File: config.mk
export PLATFORM = sky130hd
export DESIGN_NAME = boot_sequencer
export DESIGN_NICKNAME = d
export VERILOG_FILES = /design/src/rtl/boot_sequencer.sv
export SDC_FILE = /design/constraint.sdc
export NUM_CORES = 1
export LEC_CHECK = 0
export ABC_AREA = 1
export CAP_MARGIN = 20
export CORE_AREA = 8 8 122 124
export DETAILED_ROUTE_END_ITERATION = 8
export DIE_AREA = 0 0 130 132
export PLACE_DENSITY_LB_ADDON = 0.15
export SETUP_SLACK_MARGIN = 0.4
export SLEW_MARGIN = 20
export SYNTH_ARGS = -nofsm -noshare
export SYNTH_HDL_FRONTEND = slang
export SYNTH_SLANG_ARGS = --single-unit
export TNS_END_PERCENT = 50
File: constraint.sdc
create_clock -name CLK -period 3.1 [get_ports CLK]
set_input_delay 0.465 -clock CLK [delete_from_list [all_inputs] [get_ports CLK]]
set_output_delay 0.465 -clock CLK [all_outputs]
set_load 0.01 [all_outputs]
File: src/rtl/boot_sequencer.sv
// Power-on loader: copies the EEPROM boot image into microcode, MLU slice and
// MLU lookahead SRAMs, then releases the core by pulling N_BOOTED low.
module boot_sequencer #(
    parameter int UCODE_AW = 12,
    parameter int SLICE_AW = 12,
    parameter int LOOK_AW  = 17,
    parameter int ROM_AW   = 18,
    parameter int ROM_LAT  = 2
) (
    input  logic               CLK,
    input  logic               N_RST,
    output logic [ROM_AW-1:0]  ROM_ADDR,
    output logic               ROM_N_OE,
    input  logic [7:0]         ROM_DATA,
    output logic [LOOK_AW-1:0] ADDR,
    output logic [31:0]        DATA,
    output logic               CONTROL_N_WE,
    output logic               MLU_SLICE_N_WE,
    output logic               MLU_LOOKAHEAD_N_WE,
    output logic               N_BOOTED
);

    localparam int LAT_W = (ROM_LAT > 1) ? $clog2(ROM_LAT) : 1;
    localparam logic [LAT_W-1:0]   LAT_MAX   = LAT_W'(ROM_LAT - 1);
    localparam logic [LOOK_AW-1:0] UCODE_MAX = LOOK_AW'((1 << UCODE_AW) - 1);
    localparam logic [LOOK_AW-1:0] SLICE_MAX = LOOK_AW'((1 << SLICE_AW) - 1);
    localparam logic [LOOK_AW-1:0] LOOK_MAX  = LOOK_AW'((1 << LOOK_AW) - 1);

    typedef enum logic [2:0] {ST_FETCH, ST_SETUP, ST_WRITE, ST_HOLD, ST_DONE} state_t;
    typedef enum logic [1:0] {PH_UCODE, PH_SLICE, PH_LOOK} phase_t;

    state_t             r_state, w_state_nxt;
    phase_t             r_phase, w_phase_nxt;
    logic [LAT_W-1:0]   r_lat;
    logic [1:0]         r_byte;
    logic [ROM_AW-1:0]  r_rom_addr;
    logic [31:0]        r_word;
    logic [LOOK_AW-1:0] r_addr;
    logic [31:0]        r_data;

    logic               w_fetch_done;
    logic               w_last_byte;
    logic               w_last_addr;
    logic [LOOK_AW-1:0] w_addr_max;
    logic [31:0]        w_word_nxt;

    assign w_fetch_done = (r_lat == LAT_MAX);
    assign w_last_byte  = (r_phase != PH_UCODE) || (r_byte == 2'd3);
    assign w_last_addr  = (r_addr == w_addr_max);

    always_comb begin
        unique case (r_phase)
            PH_UCODE: w_addr_max = UCODE_MAX;
            PH_SLICE: w_addr_max = SLICE_MAX;
            default:  w_addr_max = LOOK_MAX;
        endcase
    end

    // Byte phases always present the byte on lane 0 with the upper lanes zero.
    always_comb begin
        w_word_nxt = r_word;
        if (r_phase != PH_UCODE) begin
            w_word_nxt = {24'd0, ROM_DATA};
        end else begin
            unique case (r_byte)
                2'd0:    w_word_nxt[7:0]   = ROM_DATA;
                2'd1:    w_word_nxt[15:8]  = ROM_DATA;
                2'd2:    w_word_nxt[23:16] = ROM_DATA;
                default: w_word_nxt[31:24] = ROM_DATA;
            endcase
        end
    end

    always_ff @(posedge CLK or negedge N_RST) begin
        if (!N_RST) begin
            r_state <= ST_FETCH;
            r_phase <= PH_UCODE;
        end else begin
            r_state <= w_state_nxt;
            r_phase <= w_phase_nxt;
        end
    end

    always_comb begin
        w_state_nxt        = r_state;
        w_phase_nxt        = r_phase;
        CONTROL_N_WE       = 1'b1;
        MLU_SLICE_N_WE     = 1'b1;
        MLU_LOOKAHEAD_N_WE = 1'b1;
        ROM_N_OE           = 1'b0;
        N_BOOTED           = 1'b1;
        unique case (r_state)
            ST_FETCH: begin
                if (w_fetch_done && w_last_byte) w_state_nxt = ST_SETUP;
            end
            ST_SETUP: w_state_nxt = ST_WRITE;
            ST_WRITE: begin
                w_state_nxt = ST_HOLD;
                unique case (r_phase)
                    PH_UCODE: CONTROL_N_WE       = 1'b0;
                    PH_SLICE: MLU_SLICE_N_WE     = 1'b0;
                    default:  MLU_LOOKAHEAD_N_WE = 1'b0;
                endcase
            end
            ST_HOLD: begin
                w_state_nxt = ST_FETCH;
                if (w_last_addr) begin
                    unique case (r_phase)
                        PH_UCODE: w_phase_nxt = PH_SLICE;
                        PH_SLICE: w_phase_nxt = PH_LOOK;
                        default:  w_state_nxt = ST_DONE;
                    endcase
                end
            end
            default: begin
                ROM_N_OE = 1'b1;
                N_BOOTED = 1'b0;
            end
        endcase
    end

    // The EEPROM image is contiguous, so ROM_ADDR simply counts up across phases.
    always_ff @(posedge CLK or negedge N_RST) begin
        if (!N_RST) begin
            r_lat      <= '0;
            r_byte     <= '0;
            r_rom_addr <= '0;
            r_word     <= '0;
            r_addr     <= '0;
            r_data     <= '0;
        end else begin
            if (r_state == ST_FETCH) begin
                if (w_fetch_done) begin
                    r_lat      <= '0;
                    r_rom_addr <= r_rom_addr + ROM_AW'(1);
                    r_word     <= w_word_nxt;
                    r_byte     <= w_last_byte ? 2'd0 : r_byte + 2'd1;
                    if (w_last_byte) r_data <= w_word_nxt;
                end else begin
                    r_lat <= r_lat + LAT_W'(1);
                end
            end
            if (r_state == ST_HOLD) begin
                if (!w_last_addr) begin
                    r_addr <= r_addr + LOOK_AW'(1);
                end else if (r_phase != PH_LOOK) begin
                    r_addr <= '0;
                end
            end
        end
    end

    assign ROM_ADDR = r_rom_addr;
    assign ADDR     = r_addr;
    assign DATA     = r_data;

endmodule

==> impl_metrics.json <==
{
  "cts_setup_buffers": 0,
  "yosysTopAreaCellShare_pct": 50.6,
  "cts.sink_count": 107,
  "crit_path_end_kind": "primary output",
  "synth_nets": 625,
  "grt_pass1_wl_mm": 20.2,
  "drive_gt1_share_pct": 9.20,
  "vias": 4209,
  "fp.dieArea_um2": 17200,
  "cts.reportedPaths.clkPinSlew_ns": 0.07,
  "tritoncts": "yes",
  "outcome": "finished, final reports clean",
  "cp_data_required_time_ns": 2.63,
  "drt_first_iter_violations": 328,
  "wl_per_cell_um": 13.8,
  "cp_max_fo": 26,
  "initial_core_util_pct": 40.8,
  "numCtsBuffers": 9,
  "nNetsFinal": 697,
  "max_slew_margin_pct": 55.0,
  "grt_pass1_vias": 4135,
  "drtAntennaViolNets": 0,
  "period_needed_ns": 2.48,
  "rsz0062_at_grt": "no",
  "htreeDepth": 3,
  "worstPathArrival_ns": 2.02,
  "stdcell_area_um2": 6550,
  "placed_area_um2": 6230,
  "die_w_um": 130,
  "clock-root-buffer": "clkbuf_16",
  "drv_slew": 0,
  "layout_common_cells": "140 x nand2_1, 107 x dfrtp_1, 81 x o21ai_0",
  "met2_length_mm": 5.63,
  "place_hpwl_mm": 8.31,
  "crit_path_start_kind": "flop",
  "drv_cap": 0,
  "grtUsageTotal_pct": 14.6,
  "hold_violations": 0,
  "r2r_slack_ns": 0.95,
  "post_cts_resized": 0,
  "yosysWarnings": 0,
  "met1_length_mm": 5.49,
  "worstSkewPairLatency_ns": 0.34,
  "fin_setup_tns_ns": 0,
  "gp_congestion": 0.837,
  "max_freq_mhz": 403,
  "total_leakage_power_nw": 3.02,
  "met3_wirelength_um": 590,
  "n_fill_cell": 1237,
  "total_power_mw": 2.87,
  "period_share_pct": 80.1,
  "cts_buffer_depth": 2,
  "num_rows": 42,
  "avgSynthCellArea_um2": 8.69,
  "setup_viol_count_final": 0,
  "rr_startpoint": "r_phase[1]$_DFFE_PN0P_",
  "die_y_um": 132,
  "synthCells": 609,
  "ios": 82,
  "antenna_cells": 0,
  "drt_wl_total_mm": 11.9,
  "top_layer": "met4",
  "netlist_top_cells_area": "dfrtp_1 51%, nand2_1 9.9%, o21ai_0 7.7%",
  "holdCritPathClass": "input port to asynchronous set/reset pin",
  "drcViolationCount": 0,
  "rr_worst_depth": 6,
  "skew_ns": 0.00725,
  "layout_commonest_cell": "nand2_1",
  "io_buffers": 81,
  "area_growth_pct": 23.8,
  "core_region_area_um2": 13000,
  "fin_cells": 861,
  "r2r-end": "DATA[7]$_DFFE_PN0P_",
  "grt_overflow": 0,
  "worst_slew_pin_slew_ns": 0.675,
  "cellPowerDensity_nw_per_um2": 439,
  "synth-seq-cells": 107,
  "antenna_found_initial": 0,
  "vdd_drop_max_uv": 264,
  "whs_ns": 0.145,
  "path_class": "flop to primary output",
  "drt-pass1-iter-count": 4,
  "cts_hold_buf": 0,
  "ys_seq_area_share_pct": 50.6,
  "grt_start_max_net_pins": 79,
  "synthDistinctLibCells": 28,
  "dp_cells": 846,
  "synth_top_area_cell": "dfrtp_1",
  "vias_per_cell": 4.89,
  "syn_area_um2": 5300
}
==> cell usage after synthesis <==
library cell	n
a21oi_1	25
a31oi_1	1
buf_1	1
buf_2	3
buf_4	7
buf_6	2
clkbuf_1	10
dfrtp_1	107
ha_1	6
inv_1	73
inv_2	3
mux2_2	32
nand2_1	140
nand2_2	2
nand3_1	15
nand3_2	1
nand3b_1	2
nand4_1	9
nor2_1	38
nor2_2	3
nor2_4	3
nor3_1	5
o21ai_0	81
o21ai_1	8
o31ai_1	3
or2_1	1
xnor2_1	8
xor2_1	20
==> metrics by stage <==
step	setup slack (ns)	utilization (%)
final	0.616	50.5
after global routing	0.464	50.5
after CTS	0.549	50.5
after detailed placement	0.920	48.0
after global placement	0.966	48.0
after floorplan	1.48	-
==> worst max-delay path by stage <==
stage / to / from / depth (start not counted)
3_5_place_dp: CONTROL_N_WE / r_phase[1]$_DFFE_PN0P_ / 3
2_1_floorplan: DATA[0]$_DFFE_PN0P_ / r_state[2]$_DFFE_PN0P_ / 7
4_1_cts: CONTROL_N_WE / r_phase[1]$_DFFE_PN0P_ / 3
5_1_grt: CONTROL_N_WE / r_phase[1]$_DFFE_PN0P_ / 3
3_3_place_gp: CONTROL_N_WE / r_phase[1]$_DFFE_PN0P_ / 3
6_report: CONTROL_N_WE / r_phase[1]$_DFFE_PN0P_ / 3
==> flip-flops by register name (all words and copies together) (netlist names) <==
register,flops
r_state,3
ADDR,17
r_word,32
r_lat,1
ROM_ADDR,18
DATA,32
r_phase,2
r_byte,2
==> logic make-up (layout without fill, tap and decap cells) <==
logic type	Yosys count	count (layout)	synth area share (%)
AOI/OAI and AO/OA	118	118	11.3
xor gates and xnor gates	28	28	4.63
adders and majority gates	6	6	1.42
buffers and inverters	99	175	7.87
DFF	107	107	50.6
muxes	32	32	6.81
and+or+nand+nor	219	219	17.4
==> area by class of cell <==
class	count	area, µm²	share of cell area [%]
Clock inverter	4	73.8	1.13
Timing Repair Buffer	84	843	12.9
Sequential cell	107	2680	40.9
Tap cell	176	220	3.36
Multi-Input combinational cell	403	2200	33.6
Inverter	76	285	4.35
Clock buffer	11	253	3.86
==> worst max-delay path: stages, from the launching register on <==
cell and delay [ns]:
dfrtp_1 0.55, nor2_4 0.49, nand2_1 0.14, clkdlybuf4s50_1 0.50
==> metal layers <==
layer  vias to the layer above  global-route usage (%)
met4                         0                    6.13
met3                        11                    3.20
li1                       2101                       -
met2                        63                    23.0
met1                      2034                    18.9
met5                         -                       0
==> power by group <==
group / internal (mW) / switching [mW]
registers: 1.44 / 0.0176
clock network: 0.748 / 0.499
logic: 0.0806 / 0.0921
(Power assumes the default switching activity.)
